--- config.mk ---
export PLATFORM = sky130hd
export DESIGN_NAME = counter_mod_k_measure
export DESIGN_NICKNAME = d
export VERILOG_FILES = /design/src/rtl/counter_mod_k_measure.sv
export SDC_FILE = /design/constraint.sdc
export NUM_CORES = 1
export LEC_CHECK = 0
export BUFFER_PORTS_ARGS = -buffer_cell sky130_fd_sc_hd__buf_4
export CAP_MARGIN = 10
export CORE_ASPECT_RATIO = 0.7
export CORE_MARGIN = 2
export CORE_UTILIZATION = 43
export DETAILED_ROUTE_END_ITERATION = 6
export PLACE_DENSITY = 0.64
export SETUP_SLACK_MARGIN = 0.02
export SLEW_MARGIN = 10
export SYNTH_ARGS = -nofsm -noshare
export SYNTH_HDL_FRONTEND = slang
export SYNTH_SLANG_ARGS = --single-unit
--- constraint.sdc ---
create_clock -name i_clk -period 1.5 [get_ports i_clk]
set_input_delay 0.15 -clock i_clk [delete_from_list [all_inputs] [get_ports i_clk]]
set_output_delay 0.15 -clock i_clk [all_outputs]
set_load 0.02 [all_outputs]
--- src/rtl/counter_mod_k_measure.sv ---
// counter_mod_k_measure: period meter that recovers the modulus k of a strobe
// stream by counting clock cycles between consecutive strobes.
// Optional build macro: COUNTER_MOD_K_MEASURE_STABLE_EN. When it is defined,
// a period is published only after two consecutive equal measurements.
// Without the macro, every completed measurement is published immediately.
module counter_mod_k_measure #(
  parameter int N = 8
) (
  input  logic         i_clk,
  input  logic         i_reset_n,
  input  logic         i_clear,
  input  logic         i_strobe,
  output logic [N-1:0] o_k,
  output logic         o_valid,
  output logic         o_update,
  output logic         o_overflow
);

  typedef enum logic [1:0] {
    S_IDLE,
    S_RUN,
    S_OVF
  } state_e;

  localparam logic [N-1:0] CNT_MAX = '1;
  localparam logic [N-1:0] CNT_ONE = N'(1);

  state_e       state_q;
  logic [N-1:0] cnt_q;

`ifdef COUNTER_MOD_K_MEASURE_STABLE_EN
  logic [N-1:0] last_q;
  logic         have_last_q;
`endif

  // Measurement FSM with registered outputs; clear overrides everything else.
  always_ff @(posedge i_clk or negedge i_reset_n) begin
    if (!i_reset_n) begin
      state_q     <= S_IDLE;
      cnt_q       <= '0;
      o_k         <= '0;
      o_valid     <= 1'b0;
      o_update    <= 1'b0;
      o_overflow  <= 1'b0;
`ifdef COUNTER_MOD_K_MEASURE_STABLE_EN
      last_q      <= '0;
      have_last_q <= 1'b0;
`endif
    end else begin
      o_update <= 1'b0;
      if (i_clear) begin
        state_q     <= S_IDLE;
        cnt_q       <= '0;
        o_k         <= '0;
        o_valid     <= 1'b0;
        o_overflow  <= 1'b0;
`ifdef COUNTER_MOD_K_MEASURE_STABLE_EN
        last_q      <= '0;
        have_last_q <= 1'b0;
`endif
      end else begin
        case (state_q)
          S_IDLE: begin
            // First strobe only starts timing; outputs are untouched.
            if (i_strobe) begin
              cnt_q   <= CNT_ONE;
              state_q <= S_RUN;
            end
          end

          S_RUN: begin
            if (i_strobe) begin
              // cnt_q holds the completed period at this edge.
`ifdef COUNTER_MOD_K_MEASURE_STABLE_EN
              if (have_last_q && (cnt_q == last_q)) begin
                o_k        <= cnt_q;
                o_valid    <= 1'b1;
                o_update   <= 1'b1;
                o_overflow <= 1'b0;
              end else begin
                o_valid     <= 1'b0;
                last_q      <= cnt_q;
                have_last_q <= 1'b1;
              end
`else
              o_k        <= cnt_q;
              o_valid    <= 1'b1;
              o_update   <= 1'b1;
              o_overflow <= 1'b0;
`endif
              cnt_q <= CNT_ONE;
            end else if (cnt_q == CNT_MAX) begin
              // Saturate instead of wrapping; o_k keeps its stale value.
              state_q    <= S_OVF;
              o_overflow <= 1'b1;
              o_valid    <= 1'b0;
`ifdef COUNTER_MOD_K_MEASURE_STABLE_EN
              have_last_q <= 1'b0;
`endif
            end else begin
              cnt_q <= cnt_q + CNT_ONE;
            end
          end

          S_OVF: begin
            // Counter frozen; the next strobe only opens a new measurement.
            if (i_strobe) begin
              cnt_q   <= CNT_ONE;
              state_q <= S_RUN;
            end
          end

          default: begin
            state_q <= S_IDLE;
            cnt_q   <= '0;
          end
        endcase
      end
    end
  end

endmodule

# Word level (Yosys, flattened, before mapping)
# Index checks and enable logic that the tools add are counted.
# Widths: inputs -> output; s select.
# totals
register_bits,21
output_inout_bits,11
wordCells,47
# classes
addsub,1
n_eq_ne,7
n_mux,24
reduce_logical,9
# op_table
op,n
$mux 8,7
$pmux 8 s2,1
$mux 1,11
$add 8x1->8 const B,1
$eq 8x8->1 const B,1
$mux 2,4
$ne 3x3->1 const B,2
$reduce_and 2->1,3
$ne 4x4->1 const B,1
$pmux 2 s2,1
$reduce_bool 2->1,2
$ne 3x1->1 const B,1
$reduce_and 3->1,1
$reduce_bool 3->1,1
$eq 2x1->1 const B,1
$eq 2x2->1 const B,1
$logic_not 2->1,1
$reduce_or 2->1,1

# Depth between registers and ports, before layout
# depth
word_depth,5
depth_mapped,5
mapped_depth_nobuf,4

# Worst setup path after synthesis
# OpenSTA, ideal clock, no wires.
# synth_timing
path_kind,register to register
start,reg cnt_q[0]
end,reg cnt_q[5]
setup_time_ps,133
t_arrival_ps,1411
t_required_ps,1367
slack_ps,-45
stages_incl_launch_ff,6
path_cell_list,dfrtp_1 > ha_1 > and4_1 > buf_2 > a2111oi_2 > nor3b_2
# synth_between
elab_chain_cells,5
# synth_rtl
element,line,source
start: declaration,29,logic [N-1:0] cnt_q;
start signal: assignment,101,cnt_q <= cnt_q + CNT_ONE;
$add 8x1->8,101,
$mux 8,92,end else if (cnt_q == CNT_MAX) begin
$mux 8,72,if (i_strobe) begin
$pmux 8 s2,62,case (state_q)
$mux 8,51,if (i_clear) begin
# Several ways; a longest one is shown, not always the timed one. The select of a mux whose other input is x is not followed.
# A chain may end at the register's enable or synchronous reset.

# Final worst setup path
# layout_timing
start,reg state_q[1]
end,reg cnt_q[7]
# layout_between
elab_chain_cells,4
# layout_rtl
element,line,source
start: declaration,28,state_e state_q;
start signal: assignment,39,state_q <= S_IDLE;
start signal: assignment,52,state_q <= S_IDLE;
start signal: assignment,67,state_q <= S_RUN;
$eq 2x2->1 or $logic_not 2->1 (tied branches),62,
$reduce_or 2->1 (no source line),--,
$pmux 8 s2 or $ne 3x1->1 (tied branches),--,
$mux 8 or $reduce_and 2->1 (tied branches),--,
# Several ways; a longest one is shown, not always the timed one.

==> flow_summary.ini <==
[worst_setup_path]
worstPathArrival_ns = 1.60
crit_slowest_cell = dfrtp_1
reg2reg_slack_ns = 0.1
reg2regPathDepth = 3
crit_required_ns = 1.70
endpoint = cnt_q[7]$_DFFE_PN0P_
end_kind = flip-flop
r2r-end = cnt_q[7]$_DFFE_PN0P_
path_class = reg2reg
cp_num_cells = 3
path_buf_inv = 0
startpoint_type = flip-flop
startpoint = state_q[1]$_DFFE_PN0P_
path_cells = nor4b_4, nor4b_2, o2bb2a_1
cp_top_family = simple AND/OR/NAND/NOR gates
r2r_start = state_q[1]$_DFFE_PN0P_
slowest_delay_ns = 0.46
cp_max_fo = 6

[global_route]
met1_usage = 0.221
antenna_found_initial = 0
grt_max_degree = 22
use_met3 = 0.0504
grt_pass1_vias = 742
met2_usage = 0.253
grt_pass1_wl_microns = 3570
grt.total_usage = 0.158
overflow = 0
grt.busiest_layer = met2

[pwr]
powerDensity_nw_per_um2 = 760
power_leakage_nw = 0.649
max-vdd-ir-drop_mv = 0.544
fin_total_pwr_mw = 1.05

[cts]
root_buffer = clkbuf_8
cts_tree = built
post_cts_buffers = 0
cts.htree.levels = 1
cts.path.max_buffers = 2
clock_latency_ns = 0.25
cts_sinks = 21
cts_buffers = 3
clk_pin_slew_ns = 0.07

[place]
post-place-ws_ns = 0.0459
place_inst = 151
place.gp.congestion = 0.837
hpwl_microns = 1680
portBuffers = 14

[timing]
timing.fmax_mhz = 712
setup_viol = 0
fin_crit_sh = 0.936
report.final.slew_viol_count = 0
slew_headroom = 0.710
layout_min_cycle_time_ns = 1.40
tightest_slew_ns = 0.432
finClkSkew_ns = 0.00328
grt_setup_unrepaired = false
worst_slack_ns = 0.0957
hold_viol = 0
setup_tns_ns = 0

[finish]
final_core_util = 0.557
final-instance-count-excl-fill = 156
n_fill_cell = 229
multi_input_area_sq_um = 577
regArea_sq_um = 526
nets = 128
insertedDiodeCount = 0
drive_above_1_share = 0.320
area_growth_pct = 21.5

[synth]
post-synth-top-count-cell = dfrtp_1
synth.area.top_cells = dfrtp_1 46%, mux2i_1 7.0%, nor4b_4 4.2%
syn-cell-area_sq_um = 1140
syn_inst = 102
synth_edf_count = 0
syn_nets = 107
synth_cell_type_count = 43
synth_top_area_frac = 0.463
yosys_warnings = 0
ys_seq_elements = 21
syn_area_per_cell_sq_um = 11.1
synth_common_cells = 21 x dfrtp_1, 10 x nor2_1, 8 x mux2i_1
synthFlopType = dfrtp_1
synthArstFlopShare = 1.00
synth_top_area_cell = dfrtp_1
yosysSeqAreaShare = 0.463

[outcome]
status = completed

[route]
post_drt_wl_per_cell_microns = 14.5
drtIter0Drc = 47
wirelength_microns = 2260
vias = 872
viasPerCell = 5.59
drc = 0
first_pass_iters = 4
drtAntennaViolNets = 0

[floorplan]
core_sq_um = 2480
num_rows = 15
die_y_microns = 47.0
chipWidth_microns = 65.4
initial_core_util = 0.459
ioPinCount = 15
dieArea_sq_um = 3080

[hold_path]
hp-class = in2reg

[run]
cap_violations = 0
metal layers:
metal	vias to the layer above	wire length [microns]
li1	419	-
met1	433	1110
met3	0	124
met5	-	0
met4	0	0
met2	20	1030
flip-flops by register name, indices dropped and copies added, names as in the netlist:
name	cells
o_update	1
cnt_q	8
o_overflow	1
o_k	8
o_valid	1
state_q	2
worst min path at each step:
stage	start	endpoint	slack, ns	cells past startpoint
after CTS	i_strobe	state_q[0]$_DFFE_PN0P_	0.21	2
final	i_strobe	state_q[0]$_DFFE_PN0P_	0.21	2
after global routing	i_clear	o_k[4]$_DFFE_PN0P_	0.22	2
after global placement	i_reset_n	o_k[2]$_DFFE_PN0P_	0.05	1
after floorplan	i_reset_n	cnt_q[0]$_DFFE_PN0P_	-0.15	0
after detailed placement	i_reset_n	cnt_q[2]$_DFFE_PN0P_	0.05	1
power by group:
group / total (mW) / internal, mW / switching (mW)
combinational: 0.111 / 0.0461 / 0.0650
clock: 0.358 / 0.189 / 0.169
sequential: 0.580 / 0.575 / 0.00576
final cells by class:
class,instances,area share
repair buffers,24,0.132
multi-input cells,71,0.418
clock buffers,4,0.0326
flip-flops and latches,21,0.381
inverters,2,0.00544
well taps,34,0.0308
worst register-to-register path, delay by kind of cell (launching register included):
| family | cells | cell delay (ns) |
|---|---|---|
| AND/OR/NAND/NOR | 2 | 0.71 |
| flip-flops | 1 | 0.46 |
| AO/OA/AOI/OAI | 1 | 0.18 |
metrics by stage:
stage	instance area, sq um	hold WS, ns
6_report	1380	0.210
3_3_place_gp	1290	0.0460
4_1_cts	1350	0.206
3_5_place_dp	1290	0.0493
2_1_floorplan	1140	-0.146
5_1_grt	1380	0.216
cell families (layout without fill, tap and decap cells):
group	count (synthesis)	in the layout	synth area share
flops	21	21	0.463
fa+ha+maj	1	1	0.0110
buf+inv	10	30	0.0595
compound gates	28	28	0.176
mux	8	8	0.0705
simple gates	34	34	0.220
cell usage in the layout, fill, tap and decap left out, types with 2 or more instances in the layout:
master    Yosys  layout
inv_1         2       2
a21oi_1       6       6
o21a_1        2       2
mux2i_1       8       8
nand3b_1      2       2
nor3_1        2       2
nand2_1       4       4
buf_4         1      23
nor4b_4       2       2
clkbuf_8      0       3
o21ai_1       4       4
o31ai_1       3       3
a31oi_1       2       2
nor2_1       10      10
dfrtp_1      21      21
timing repair:
action | CTS | global route
endpoints found under the setup margin | 0 | 7
hold endpoints to repair | 21 | 0
hold buffers | 1 | 0
resized for setup | 0 | 5
Note: power is estimated with default switching activity, not from simulation.
